## config.mk

```make
export PLATFORM = sky130hd
export DESIGN_NAME = l1_icache_dm
export DESIGN_NICKNAME = d
export VERILOG_FILES = /design/src/rtl/icache_pkg.sv /design/src/rtl/icache_line_array.sv /design/src/rtl/l1_icache_dm.sv
export SDC_FILE = /design/constraint.sdc
export NUM_CORES = 1
export LEC_CHECK = 0
export CAP_MARGIN = 10
export CORE_ASPECT_RATIO = 0.75
export CORE_MARGIN = 1.5
export CORE_UTILIZATION = 30
export DETAILED_ROUTE_END_ITERATION = 7
export SYNTH_ARGS = -nofsm -noshare
export SYNTH_HDL_FRONTEND = slang
export SYNTH_SLANG_ARGS = --single-unit
export TNS_END_PERCENT = 10
```

## constraint.sdc

```tcl
create_clock -name clk -period 21.6 [get_ports clk]
set_input_delay 2.16 -clock clk [delete_from_list [all_inputs] [get_ports clk]]
set_output_delay 2.16 -clock clk [all_outputs]
set_load 0.01 [all_outputs]
```

## src/rtl/icache_pkg.sv

```systemverilog
`default_nettype none
// ============================================================================
// Module      : icache_pkg
// Description : Shared types, widths and address field helpers for the
//               direct-mapped L1 instruction cache.
//               Contents: state_t (S_IDLE/S_ALLOC/S_FILL), LINE_W, WORD_W,
//               OFFSET_W, ADDR_W, LADDR_W, get_tag/get_idx/get_off.
// Revision    : 1.0 - initial release
// ============================================================================
package icache_pkg;

    typedef enum logic [1:0] {
        S_IDLE  = 2'd0,
        S_ALLOC = 2'd1,
        S_FILL  = 2'd2
    } state_t;

    localparam int LINE_W   = 128;
    localparam int WORD_W   = 32;
    localparam int OFFSET_W = 2;
    localparam int WORDS    = 4;
    localparam int ADDR_W   = 30;
    localparam int LADDR_W  = ADDR_W - OFFSET_W;

    // Index field, right-justified; the caller narrows it to its index width.
    function automatic logic [ADDR_W-1:0] get_idx(input logic [ADDR_W-1:0] addr,
                                                  input int index_w);
        return (addr >> OFFSET_W) & ((ADDR_W'(1) << index_w) - ADDR_W'(1));
    endfunction

    // Tag field, right-justified; the caller narrows it to its tag width.
    function automatic logic [ADDR_W-1:0] get_tag(input logic [ADDR_W-1:0] addr,
                                                  input int index_w);
        return addr >> (OFFSET_W + index_w);
    endfunction

    function automatic logic [OFFSET_W-1:0] get_off(input logic [ADDR_W-1:0] addr);
        return addr[OFFSET_W-1:0];
    endfunction

endpackage
`default_nettype wire

```

## src/rtl/icache_line_array.sv

```systemverilog
`default_nettype none
// ============================================================================
// Module      : icache_line_array
// Description : Tag, valid and data storage for the direct-mapped I-cache.
//               One combinational read port, one synchronous write port.
//               The valid bits clear asynchronously on rst; tag and data
//               storage is never reset.
// Ports       : clk, rst            clock / async active-high valid clear
//               i_rd_idx            read index
//               o_rd_valid/tag/data read results (combinational)
//               i_we, i_wr_idx      write enable / write index
//               i_wr_tag, i_wr_data line written together with valid = 1
// Revision    : 1.0 - initial release
// ============================================================================
module icache_line_array
    import icache_pkg::*;
#(
    parameter int LINES   = 8,
    parameter int INDEX_W = $clog2(LINES),
    parameter int TAG_W   = LADDR_W - INDEX_W
) (
    input  logic               clk,
    input  logic               rst,
    input  logic [INDEX_W-1:0] i_rd_idx,
    output logic               o_rd_valid,
    output logic [TAG_W-1:0]   o_rd_tag,
    output logic [LINE_W-1:0]  o_rd_data,
    input  logic               i_we,
    input  logic [INDEX_W-1:0] i_wr_idx,
    input  logic [TAG_W-1:0]   i_wr_tag,
    input  logic [LINE_W-1:0]  i_wr_data
);

    logic [LINES-1:0]  r_valid;
    logic [TAG_W-1:0]  r_tag  [LINES];
    logic [LINE_W-1:0] r_data [LINES];

    always_ff @(posedge clk or posedge rst) begin
        if (rst) begin
            r_valid <= '0;
        end else if (i_we) begin
            r_valid[i_wr_idx] <= 1'b1;
        end
    end

    always_ff @(posedge clk) begin
        if (i_we) begin
            r_tag[i_wr_idx]  <= i_wr_tag;
            r_data[i_wr_idx] <= i_wr_data;
        end
    end

    assign o_rd_valid = r_valid[i_rd_idx];
    assign o_rd_tag   = r_tag[i_rd_idx];
    assign o_rd_data  = r_data[i_rd_idx];

endmodule
`default_nettype wire

```

## src/rtl/l1_icache_dm.sv

```systemverilog
`default_nettype none
// ============================================================================
// Module      : l1_icache_dm
// Description : Read-only direct-mapped L1 instruction cache, 4-word lines.
//               Hits return the word combinationally in the request cycle.
//               A miss stalls, fetches one 128-bit line, fills it, and the
//               following idle cycle re-looks up and hits.
// Ports       : clk, proc_reset (async, active-high)
//               proc_read/write/addr/wdata  pipeline request (writes ignored)
//               proc_stall/rdata            pipeline response
//               mem_read/write/addr/wdata   line-fill request (write tied 0)
//               mem_rdata/mem_ready         line-fill response (ready pulse)
//               hit_cnt/miss_cnt            present with ICACHE_PERF_CNT_EN
// Options     : ICACHE_PERF_CNT_EN - adds 32-bit hit/miss counters
// Revision    : 1.0 - initial release
// ============================================================================
module l1_icache_dm
    import icache_pkg::*;
#(
    parameter int LINES = 8
) (
    input  logic                clk,
    input  logic                proc_reset,
    input  logic                proc_read,
    input  logic                proc_write,
    input  logic [ADDR_W-1:0]   proc_addr,
    input  logic [WORD_W-1:0]   proc_wdata,
    output logic                proc_stall,
    output logic [WORD_W-1:0]   proc_rdata,
    output logic                mem_read,
    output logic                mem_write,
    output logic [LADDR_W-1:0]  mem_addr,
    output logic [LINE_W-1:0]   mem_wdata,
    input  logic [LINE_W-1:0]   mem_rdata,
    input  logic                mem_ready
`ifdef ICACHE_PERF_CNT_EN
    ,
    output logic [31:0]         hit_cnt,
    output logic [31:0]         miss_cnt
`endif
);

    localparam int INDEX_W = $clog2(LINES);
    localparam int TAG_W   = LADDR_W - INDEX_W;

    state_t              r_state;
    state_t              w_next;
    logic [LADDR_W-1:0]  r_miss_addr;
    logic [LINE_W-1:0]   r_fill_buf;

    logic [INDEX_W-1:0]  w_idx;
    logic [TAG_W-1:0]    w_tag;
    logic [OFFSET_W-1:0] w_off;
    logic                w_rd_valid;
    logic [TAG_W-1:0]    w_rd_tag;
    logic [LINE_W-1:0]   w_rd_data;
    logic                w_hit;
    logic                w_hit_idle;
    logic                w_miss_start;
    logic                w_fill_latch;
    logic                w_fill_we;

    assign w_idx = INDEX_W'(get_idx(proc_addr, INDEX_W));
    assign w_tag = TAG_W'(get_tag(proc_addr, INDEX_W));
    assign w_off = get_off(proc_addr);
    assign w_hit = proc_read & w_rd_valid & (w_rd_tag == w_tag);

    icache_line_array #(
        .LINES   (LINES),
        .INDEX_W (INDEX_W),
        .TAG_W   (TAG_W)
    ) u_lines (
        .clk        (clk),
        .rst        (proc_reset),
        .i_rd_idx   (w_idx),
        .o_rd_valid (w_rd_valid),
        .o_rd_tag   (w_rd_tag),
        .o_rd_data  (w_rd_data),
        .i_we       (w_fill_we),
        .i_wr_idx   (r_miss_addr[INDEX_W-1:0]),
        .i_wr_tag   (r_miss_addr[LADDR_W-1:INDEX_W]),
        .i_wr_data  (r_fill_buf)
    );

    always_ff @(posedge clk or posedge proc_reset) begin
        if (proc_reset) begin
            r_state <= S_IDLE;
        end else begin
            r_state <= w_next;
        end
    end

    // Fill datapath carries no reset: it is only consumed after being loaded.
    always_ff @(posedge clk) begin
        if (w_miss_start) begin
            r_miss_addr <= proc_addr[ADDR_W-1:OFFSET_W];
        end
        if (w_fill_latch) begin
            r_fill_buf <= mem_rdata;
        end
    end

    always_comb begin
        w_next       = r_state;
        proc_stall   = 1'b0;
        proc_rdata   = '0;
        mem_read     = 1'b0;
        mem_addr     = proc_addr[ADDR_W-1:OFFSET_W];
        w_hit_idle   = 1'b0;
        w_miss_start = 1'b0;
        w_fill_latch = 1'b0;
        w_fill_we    = 1'b0;
        case (r_state)
            S_IDLE: begin
                // Lookups are suppressed while reset is held so the outputs
                // stay at their reset values.
                if (proc_read && !proc_reset) begin
                    if (w_hit) begin
                        proc_rdata = w_rd_data[{w_off, 5'b0} +: WORD_W];
                        w_hit_idle = 1'b1;
                    end else begin
                        proc_stall   = 1'b1;
                        w_miss_start = 1'b1;
                        w_next       = S_ALLOC;
                    end
                end
            end
            S_ALLOC: begin
                mem_read   = 1'b1;
                mem_addr   = r_miss_addr;
                proc_stall = 1'b1;
                if (mem_ready) begin
                    w_fill_latch = 1'b1;
                    w_next       = S_FILL;
                end
            end
            S_FILL: begin
                proc_stall = 1'b1;
                w_fill_we  = 1'b1;
                w_next     = S_IDLE;
            end
            default: begin
                w_next = S_IDLE;
            end
        endcase
    end

    assign mem_write = 1'b0;
    assign mem_wdata = '0;

    // Write data has no destination in a read-only cache.
    logic w_unused_wdata;
    assign w_unused_wdata = ^proc_wdata;

`ifdef ICACHE_PERF_CNT_EN
    always_ff @(posedge clk or posedge proc_reset) begin
        if (proc_reset) begin
            hit_cnt  <= '0;
            miss_cnt <= '0;
        end else begin
            if (w_hit_idle) begin
                hit_cnt <= hit_cnt + 32'd1;
            end
            if (w_miss_start) begin
                miss_cnt <= miss_cnt + 32'd1;
            end
        end
    end
`else
    logic w_unused_perf;
    assign w_unused_perf = w_hit_idle;
`endif

    a_no_write: assert property (@(posedge clk) disable iff (proc_reset) proc_write == 1'b0);

endmodule
`default_nettype wire
```

# ---- Word-level counts from Yosys, hierarchy flattened
# Memories as Yosys holds them, arrays and structs flattened.
# Index checks and enable logic that the tools add are counted.
dict set report op_classes {
  addsub 0
  n_mul 0
  div 0
  magnitude_cmp 3
  n_eq_ne 6
  shift 1
  mux 22
  n_bitwise 3
  n_reduce_logical 6
}
# op count
set ops {}
lappend ops {{128-bit by 8-bit variable part select with 32-bit output} 1}
lappend ops {{32-bit two-way mux} 3}
lappend ops {{28-bit two-way mux} 1}
lappend ops {{25-bit equality test} 1}
lappend ops {{1-bit two-way mux} 11}
lappend ops {{3-bit by 4-bit < comparator with 1-bit output, second input constant} 2}
lappend ops {{8-bit OR} 1}
lappend ops {{2-bit two-way mux} 3}
lappend ops {{2-bit != test, second input constant} 3}
lappend ops {{2-bit case mux with 2 select lines} 1}
lappend ops {{1-bit binary-select mux with 3-bit select} 1}
lappend ops {{1-bit demux with 3-bit select} 1}
lappend ops {{3-bit by 1-bit greater-or-equal comparator with 1-bit output, second input constant} 1}
lappend ops {{3-bit AND reduction} 1}
lappend ops {{1-bit bitwise AND} 2}
lappend ops {{2-bit by 1-bit equality test with 1-bit output, second input constant} 1}
lappend ops {{2-bit equality test, second input constant} 1}
lappend ops {{1-bit logical AND} 2}
lappend ops {{2-bit zero test} 1}
lappend ops {{1-bit case mux with 2 select lines} 1}
lappend ops {{2-bit OR reduction} 1}
lappend ops {{1-bit zero test} 1}
dict set report word_totals {
  regBits 166
  latch_bits 0
  ramBits 1224
  rom_bits 0
  output_inout_bits 191
  mem_count 2
}
# name words word_bits read_ports rd_ports_with_merged_regs write_ports line_no
set memory_table {}
lappend memory_table {u_lines.r_data 8 128 1 0 1 icache_line_array.sv:36} ;# logic [LINE_W-1:0] r_data [LINES];
lappend memory_table {u_lines.r_tag 8 25 1 0 1 icache_line_array.sv:35} ;# logic [TAG_W-1:0] r_tag [LINES];

# ---- Longest topological paths before layout
# Gate-level depths: netlist of run 1.
dict set report depth {
  ltp_word 7
  ltp_mapped 13
}

# ---- Cells and area by module
# From an unflattened synthesis of run 1, not the netlist that was laid out.
dict set report hier_totals {
  cells_unflattened 2275
  hier_area_um2 53799.1
}
# module n_inst cells_per_inst area_each_um2
set by_module_without_submodules {}
lappend by_module_without_submodules {icache_line_array 1 1804 46268.1}
lappend by_module_without_submodules {l1_icache_dm 1 471 7531.0}

# ---- Least setup slack after synthesis of run 1
# Ideal clock, no wire load.
dict set report synth_path {
  path_kind {reg2reg}
  from {reg r_state[0]}
  to {reg u_lines.r_valid[0]}
  t_arrival_ps 12022
  t_required_ps 21469
  path_slack_ps 9447
  stages_incl_launch_ff 6
  n_path_buf 0
  path_cell_list {dfrtp_1 -> inv_1 -> ha_1 -> nand2b_1 -> nor3_1 -> or2_2}
}
dict set report synth_via {
  elab_chain_len 2
}
# element line_no
set synth_rtl {}
lappend synth_rtl {{start, declared} l1_icache_dm.sv:46} ;# state_t r_state;
lappend synth_rtl {{start signal, assigned} l1_icache_dm.sv:89} ;# r_state <= w_next;
lappend synth_rtl {{2-bit equality test} l1_icache_dm.sv:113} ;# case (r_state)
lappend synth_rtl {{1-bit two-way mux} l1_icache_dm.sv:113}
lappend synth_rtl {{end signal, assigned} icache_line_array.sv:40} ;# r_valid <= '0;
lappend synth_rtl {{end signal, assigned by index} icache_line_array.sv:42} ;# r_valid[i_wr_idx] <= 1'b1;
lappend synth_rtl {{end, declared} icache_line_array.sv:34} ;# logic [LINES-1:0] r_valid;
# Every way passes these cells.
# A chain may end at the register's enable or synchronous reset.

# ---- Worst setup path in the final report of run 1
dict set report layout_path {
  from {in proc_addr[2]}
  to {out proc_rdata[2]}
}
dict set report layout_via {
  elab_chain_len 7
}
# element line_no
set layout_rtl {}
lappend layout_rtl {{start, declared} l1_icache_dm.sv:26} ;# input logic [ADDR_W-1:0] proc_addr,
lappend layout_rtl {{parallel branches: the longest is 4 deep, another holds memory 8 x 128 bit} --}
lappend layout_rtl {{32-bit two-way mux (*)} l1_icache_dm.sv:118} ;# if (w_hit) begin
lappend layout_rtl {{32-bit two-way mux (*)} l1_icache_dm.sv:117} ;# if (proc_read && !proc_reset) begin
lappend layout_rtl {{32-bit two-way mux (*)} l1_icache_dm.sv:113}
lappend layout_rtl {{end, declared} l1_icache_dm.sv:29} ;# output logic [WORD_W-1:0] proc_rdata,
# Mark *: on every way between the ends. The select of a mux whose other input is x is not followed.

==> results of run 1 <==
-- registers in the layout, indices dropped and copies added (netlist names) --
signal and cells:
r_miss_addr 28, r_state 2, u_lines.r_data 1024, r_fill_buf 128, u_lines.r_tag 200, u_lines.r_valid 8
-- area by class of cell --
class / instances / area (um2)
Clock inverter: 82 / 923
Fill cell: 16100 / 113000
Tap cell: 2362 / 2960
Timing Repair Buffer: 264 / 2610
Antenna cell: 2 / 5.00
Sequential cell: 1390 / 41700
Inverter: 7 / 26.3
Clock buffer: 162 / 3550
Multi-Input combinational cell: 736 / 10500
-- where the power goes --
part | switching (mW) | internal, mW | total, mW
clock | 1.04 | 1.34 | 2.38
sequential | 0.0923 | 3.19 | 3.28
combinational | 0.283 | 0.210 | 0.493
total | 1.42 | 4.74 | 6.16
-- final timing paths --
check                                                  endpoint  depth (start not counted)                            from
worst max-delay path                              proc_rdata[2]                         12                    proc_addr[2]
worst min-delay path             u_lines.r_valid[3]$_DFFE_PP0P_                          1  u_lines.r_valid[3]$_DFFE_PP0P_
worst max register to register  u_lines.r_data[1][25]$_DFFE_PP_                          6          r_state[0]$_DFFE_PP0P_
worst min register to register   u_lines.r_valid[3]$_DFFE_PP0P_                          1  u_lines.r_valid[3]$_DFFE_PP0P_
max in group asynchronous                r_state[0]$_DFFE_PP0P_                          2                      proc_reset
min in group asynchronous        u_lines.r_valid[7]$_DFFE_PP0P_                          2                      proc_reset
-- cell usage after synthesis, drive strengths merged --
cell	number
nand3	3
nor2b	4
nand2b	3
mux4	352
dfrtp	10
conb	1
and2	2
or2	8
clkbuf	37
o21ai	3
a2bb2oi	1
nand4	3
xor2	17
nor4	2
nor3	3
mux2	29
o22ai	4
a22o	2
a22oi	16
inv	7
nand2	3
or3	1
edfxtp	1380
nor2	40
mux2i	87
and3	8
buf	192
ha	4
a31oi	1
a221oi	2
a21oi	9
-- cells by family after synthesis --
kind of cell,share of synthesized area (%)
other,0.00705
muxes,17.2
and+or+nand+nor,0.737
xor gates and xnor gates,0.280
adders and majority gates,0.0942
DFF,78.4
buffers and inverters,2.81
AOI/OAI and AO/OA,0.480
-- critical path, stage by stage --
cell,delay [ns]
buf_8,0.65
buf_4,0.84
mux2i_1,0.17
a22oi_1,0.27
and3_1,0.19
o22ai_1,0.09
nor4_1,0.74
nand3_1,0.21
or3_2,0.79
buf_4,0.36
nor2_1,0.18
clkdlybuf4s50_1,0.56
-- routing by layer --
metal  global-route usage (%)  vias up  part of all wire [%]
li1                         -     9765                     -
met1                     17.3    12500                    42
met2                     21.8      662                    50
met3                     2.48      154                   5.4
met4                     3.80        2                   2.0
met5                        0        -                0.0068
==> results.cfg, run 1 <==
[synth]
synth_area_per_cell_um2 = 23.8
synthCells = 2234
synthTopCellsByArea = edfxtp_1 (78%), mux4_2 (15%), buf_4 (1.9%)
synth_top_area_share_pct = 78.0
synth.distinct_cells = 36
netlist_area_mm2 = 0.0532
synth_warnings = 0
yosys.area.top_type = edfxtp_1
synth_seq_cells = 1390
seq_area_frac_synth_pct = 78.4

[route]
first_pass_iters = 6
wl_um = 117000
via_per_inst = 4.61
drc = 0
wire_per_inst_um = 23.5
dr.first_iter.drc_count = 1935
vias = 23100
antenna_left = 0

[run_status]
status = completed

[clocking]
post-cts-setup-buffers = 0
cts-hold-fix-buffers = 0
clockBufferDepth = 3
insertion_delay_ns = 0.77
root_buffer = clkbuf_16
cts_resized = 0
cts_made_buffers = 137
cts_sinks = 1390
htree_levels = 4
cts_tree = done
cts.clk_slew.worst_paths_ns = 0.06

[setup_path]
critPathCaptureType = primary output
path_max_fanout = 84
required_ns = 19.44
start_kind = input pin
arrival_ns = 7.38
r2r_setup_slack_ns = 17.86
crit_type = in2out

[power]
leakage_nw = 19.5
powerDensity_mw_per_mm2 = 98.8
vdd_drop_max_mv = 0.0672
fin_total_pwr_mw = 6.16

[floorplan]
ios = 386
core_mm2 = 0.176
dieArea_mm2 = 0.180
die_w_um = 489
die_h_um = 368
rows = 133
initial_utilization_pct = 30.3

[grt]
grt_use_total_pct = 13.1
antenna_found_initial = 8
grt_max_degree = 129
overflow = 0
grt_pass1_wl_um = 171000
grt_pass1_vias = 24300

[flow_run]
maxCapViolCount = 0

[timing]
hold_ws_ns = 0.466
rsz0062_at_grt = false
fin_skew_ns = 0.0465
min_period_ns = 9.54
max_freq_mhz = 105
maxSlewHeadroom_pct = 28.4
report.final.hold_viol_count = 0
setup_viol = 0
worst_slack_ns = 12.06
setup-tns-final_ns = 0
min_period_over_period_pct = 44.2
slew_viol_final = 0
worst_slew_pin_slew_ns = 1.07

[layout]
area_growth_syn_to_layout_pct = 17.2
final_cell_mix = edfxtp_1 (1,380), mux4_2 (352), clkdlybuf4s50_1 (218)
fin_cells = 5005
final_nets = 2735
drive_above_1_share_pct = 24.1
utilization_pct = 35.5
layout_commonest_cell = edfxtp_1
post-route-cell-area_mm2 = 0.0623

[placement]
place_inst = 4758
port_buffers = 223
gp_congestion = 0.692
dpl_cell_area_mm2 = 0.0578
place_hpwl_um = 62700
pre_cts_ws_ns = 11.85

[hold_path]
hp-class = reg2reg
Note: power is estimated with default switching activity, not from simulation.
==> run 2, diff against run 1 <==
==> constraint.sdc (replaced) <==
create_clock -name clk -period 8.1 [get_ports clk]
set_input_delay 0.81 -clock clk [delete_from_list [all_inputs] [get_ports clk]]
set_output_delay 0.81 -clock clk [all_outputs]
set_load 0.01 [all_outputs]
==> run 2 against run 1 <==
  * Count of clock-buffer cells in the layout up 5
  * Largest power group unchanged
  * First-iteration DRC count shrank 5.3%
  * Hold slack worse by 0.057 ns
==> results.cfg, run 2 (synthesized netlist as in run 1, its figures left out) <==
[route]
vias = 22900
wire_per_inst_um = 23.2
wl_um = 116000
first_pass_iters = 5
antenna_left = 0
dr.first_iter.drc_count = 1833
via_per_inst = 4.58
drc = 0

[layout]
fin_cells = 5003
layout_commonest_cell = edfxtp_1
drive_above_1_share_pct = 23.8
reg_top3 = u_lines.r_data x1024, u_lines.r_tag x200, r_fill_buf x128
top_register = u_lines.r_data
final_nets = 2729
final_cell_mix = edfxtp_1 (1,380), mux4_2 (352), clkdlybuf4s50_1 (218)
largest_reg_flops = 1024
area_growth_syn_to_layout_pct = 17.0
post-route-cell-area_mm2 = 0.0622
utilization_pct = 35.4

[clocking]
cts.clk_slew.worst_paths_ns = 0.06
cts_resized = 0
clockBufferDepth = 3
cts_tree = done
root_buffer = clkbuf_16
insertion_delay_ns = 0.76
cts-hold-fix-buffers = 0
post-cts-setup-buffers = 0
cts_made_buffers = 136
htree_levels = 4
cts_sinks = 1390

[timing]
min_period_ns = 6.39
maxSlewHeadroom_pct = 26.9
max_freq_mhz = 156
setup_viol = 0
min_period_over_period_pct = 78.9
fin_skew_ns = 0.0300
rsz0062_at_grt = false
setup-tns-final_ns = 0
slew_viol_final = 0
report.final.hold_viol_count = 0
worst_slew_pin_slew_ns = 1.10
hold_ws_ns = 0.409

[placement]
place_inst = 4753
port_buffers = 223
place_hpwl_um = 59900
gp_congestion = 0.692
dpl_cell_area_mm2 = 0.0578

[setup_path]
path_max_fanout = 77
required_ns = 7.29
critPathCaptureType = primary output
arrival_ns = 5.58
crit_type = in2out
r2r_setup_slack_ns = 4.65
start_kind = input pin

[power]
vdd_drop_max_mv = 0.229
p_switching_mw = 3.71
p_seq_share_pct = 53.8
intPower_mw = 12.5
switching_share_pct = 22.8
combPwrFrac_pct = 8.0
leakage_nw = 19.4
powerDensity_mw_per_mm2 = 261
p_clk_share_pct = 38.2

[flow_run]
maxCapViolCount = 0

[hold_path]
hp-class = in2async

[floorplan]
initial_utilization_pct = 30.3
core_mm2 = 0.176
rows = 133
dieArea_mm2 = 0.180
die_h_um = 368
die_w_um = 489
ios = 386

[grt]
grt_max_degree = 114
antenna_found_initial = 16
grt_pass1_vias = 24000
grt_use_total_pct = 12.9
overflow = 0
grt_pass1_wl_um = 168000

[run_status]
status = completed
run 2: changes by cell type in the layout (fill, tap and decap cells not counted), moves of 3 or more:
cell       previous run  this run
buf_4                36        27
clkbuf_1             23        28
clkinv_16             5         2
buf_12                5        10
clkinv_2             16        20
bufinv_16            12         9
run 2: cell type report:
cell class / count / area, um2
Fill cell: 16000 / 113000
Sequential cell: 1390 / 41700
Multi-Input combinational cell: 736 / 10500
Clock buffer: 167 / 3580
Tap cell: 2362 / 2960
Timing Repair Buffer: 259 / 2650
Clock inverter: 81 / 761
Inverter: 7 / 26.3
Antenna cell: 1 / 2.50
run 2: worst max-delay path: stages:
cell	delay (ns)
buf_8	0.62
buf_4	0.43
mux2i_1	0.23
a22oi_1	0.11
a21oi_1	0.20
o22ai_1	0.13
nor4_1	0.77
nand3_1	0.19
or3_2	0.88
buf_4	0.37
nor2_1	0.14
clkdlybuf4s50_1	0.57
run 2: power by group through the flow:
stage          sequential [mW]  clock [mW]  combinational [mW]
4_1_cts                   8.75        6.39                1.34
3_5_place_dp              8.90           0                1.33
3_3_place_gp              8.88           0                1.33
5_1_grt                   8.80        6.66                1.40
2_1_floorplan             8.88           0               0.823
6_report                  8.75        6.20                1.30
run 2: through the flow:
step           worst slack [ns]  power (mW)
2_1_floorplan             0.198        9.70
3_3_place_gp               1.78        10.2
3_5_place_dp               1.68        10.2
4_1_cts                    1.67        16.5
5_1_grt                    1.36        16.9
6_report                   1.71        16.3
run 2: final timing paths:
kind                                                      from                               to  cells after the start
worst min register to register  u_lines.r_valid[7]$_DFFE_PP0P_   u_lines.r_valid[7]$_DFFE_PP0P_                      1
worst max register to register          r_state[0]$_DFFE_PP0P_  u_lines.r_data[0][20]$_DFFE_PP_                      6
worst min-delay path                                proc_reset           r_state[0]$_DFFE_PP0P_                      2
max in group asynchronous                           proc_reset   u_lines.r_valid[7]$_DFFE_PP0P_                      2
worst max-delay path                              proc_addr[2]                   proc_rdata[11]                     12
min in group clk                u_lines.r_valid[7]$_DFFE_PP0P_   u_lines.r_valid[7]$_DFFE_PP0P_                      1
run 2: routing by layer:
layer	routed length, um	vias to the layer above	part of all wire, %	track usage [%]
li1	-	9775	-	-
met1	49100	12300	42	17.0
met2	59100	684	51	21.9
met3	5960	165	5.1	2.23
met4	2190	0	1.9	3.50
met5	0	-	0	0
==> run 3, diff against run 2 <==
==> constraint.sdc (replaced) <==
create_clock -name clk -period 5.2 [get_ports clk]
set_input_delay 0.52 -clock clk [delete_from_list [all_inputs] [get_ports clk]]
set_output_delay 0.52 -clock clk [all_outputs]
set_load 0.01 [all_outputs]
==> run 3 against run 2 <==
  * Final cell count rose by 0.58%
  * Global-route usage barely moved
  * Non-clock buffer count rose by 31
  * Combinational power rose by 61%
  * Largest power group unchanged
  * Hold slack got worse by 0.31 ns
  * Setup slack got worse by 1.2 ns
  * Clock power rose by 51%
  * Design area rose by 0.49%
  * Wire length barely moved
  * Register-to-register slack got worse by 2.2 ns
  * Utilization rose by 0.17 points
  * Count of clock-buffer cells in the layout rose by 9
==> results.cfg, run 3 (synthesized netlist as in run 1, its figures left out) <==
[layout]
largest_reg_flops = 1024
final_cell_mix = edfxtp_1 (1,380), mux4_2 (352), clkdlybuf4s50_1 (217)
post-route-cell-area_mm2 = 0.0625
final_nets = 2762
reg_top3 = u_lines.r_data x1024, u_lines.r_tag x200, r_fill_buf x128
area_growth_syn_to_layout_pct = 17.6
drive_above_1_share_pct = 24.7
layout_commonest_cell = edfxtp_1
top_register = u_lines.r_data

[clocking]
cts_made_buffers = 138
cts.clk_slew.worst_paths_ns = 0.06
cts_tree = done
htree_levels = 4
cts_sinks = 1390
cts_resized = 0
post-cts-setup-buffers = 0
insertion_delay_ns = 0.76
root_buffer = clkbuf_16
cts-hold-fix-buffers = 0
clockBufferDepth = 3

[power]
intPower_mw = 19.4
powerDensity_mw_per_mm2 = 401
p_seq_share_pct = 54.3
p_switching_mw = 5.71
p_clk_share_pct = 37.4
switching_share_pct = 22.8
combPwrFrac_pct = 8.3
leakage_nw = 19.6
vdd_drop_max_mv = 0.290

[route]
wl_um = 116000
first_pass_iters = 5
dr_wl_met3_um = 6290
wl_met1_um = 49200
via_per_inst = 4.57
drc = 0
vias = 23000
dr.first_iter.drc_count = 1881
wire_per_inst_um = 23.1
routed.top_layer = met4
antenna_left = 0
route.met2.wl_um = 58600

[setup_path]
reg2reg_from = u_lines.r_tag[7][1]$_DFFE_PP_
crit_path_end = proc_rdata[13]
crit_path_start = proc_addr[2]
start_kind = input pin
crit_type = in2out
path_max_fanout = 76
arrival_ns = 4.13
r2r_setup_slack_ns = 2.44
critPathCaptureType = primary output
reg2regPathDepth = 10
r2r_end = r_miss_addr[26]$_DFFE_PP_
required_ns = 4.68

[grt]
grt_max_degree = 141
antenna_found_initial = 5
overflow = 0
grt_use_total_pct = 12.9
grt_pass1_wl_um = 169000
grt_pass1_vias = 23900

[timing]
min_period_over_period_pct = 89.3
worst_slew_pin_slew_ns = 1.29
setup_viol = 0
maxSlewHeadroom_pct = 14.1
fin_skew_ns = 0.0270
report.final.hold_viol_count = 0
rsz0062_at_grt = false
max_freq_mhz = 215
slew_viol_final = 0
worst_slack_ns = 0.555
hold_ws_ns = 0.0947
min_period_ns = 4.65

[floorplan]
die_w_um = 489
dieArea_mm2 = 0.180
initial_utilization_pct = 30.3
die_h_um = 368
ios = 386
rows = 133
core_mm2 = 0.176

[placement]
gp_congestion = 0.700
place_hpwl_um = 63000
pre_cts_ws_ns = 0.500
dpl_cell_area_mm2 = 0.0583
port_buffers = 223

[flow_run]
maxCapViolCount = 0

[hold_path]
hp-class = in2reg

[run_status]
status = completed
[run 3: changes by cell type in the layout (fill, tap and decap cells not counted), moves of 5 or more]
cell       before  now
bufinv_16       9    4
clkbuf_1       28   34
clkinv_1       32   26
buf_4          27   40
buf_12         10   30
[run 3: worst min path at each step]
stage	startpoint	to	slack, ns	depth (start not counted)
floorplan	proc_reset	r_state[0]$_DFFE_PP0P_	0.36	1
CTS	proc_addr[3]	r_miss_addr[1]$_DFFE_PP_	0.04	1
global route	proc_addr[3]	r_miss_addr[1]$_DFFE_PP_	0.06	1
finish	proc_addr[3]	r_miss_addr[1]$_DFFE_PP_	0.09	1
global placement	u_lines.r_valid[6]$_DFFE_PP0P_	u_lines.r_valid[6]$_DFFE_PP0P_	0.45	1
detailed placement	u_lines.r_valid[5]$_DFFE_PP0P_	u_lines.r_valid[5]$_DFFE_PP0P_	0.45	1
[run 3: worst max-delay path: stages]
cell and delay, ns:
buf_8 0.26, buf_12 0.33, buf_12 0.47, mux4_2 0.60
mux4_2 0.52, mux2i_1 0.47, nor2_1 0.08, buf_4 0.15
clkdlybuf4s50_1 0.46
[run 3: layer usage]
metal / GRT usage [%] / up-vias
met2: 21.7 / 627
li1: - / 9837
met1: 17.1 / 12400
met4: 3.14 / 0
met5: 0 / -
met3: 2.61 / 163
[run 3: through the flow]
stage / total power, mW / TNS, ns / instances / utilization, %
floorplan: 15.1 / -45.37 / 2362 / -
global placement: 16.0 / 0 / 4785 / 33.2
detailed placement: 16.0 / 0 / 4785 / 33.2
CTS: 25.4 / 0 / 5031 / 35.6
global route: 26.0 / 0 / 5032 / 35.6
finish: 25.1 / 0 / 5032 / 35.6
[run 3: power groups by stage]
stage	Clock, mW	Sequential [mW]	Combinational (mW)
after global placement	0	13.8	2.14
after global routing	10.1	13.7	2.25
after CTS	9.65	13.6	2.15
after detailed placement	0	13.9	2.15
final	9.38	13.6	2.09
after floorplan	0	13.8	1.29
[run 3: layout make-up]
type                            instances  area, um2
Fill cell                           16100     113000
Sequential cell                      1390      41700
Multi-Input combinational cell        736      10500
Clock buffer                          176       3670
Timing Repair Buffer                  290       3110
Tap cell                             2362       2960
Clock inverter                         70        518
Inverter                                7       26.3
Antenna cell                            1       2.50
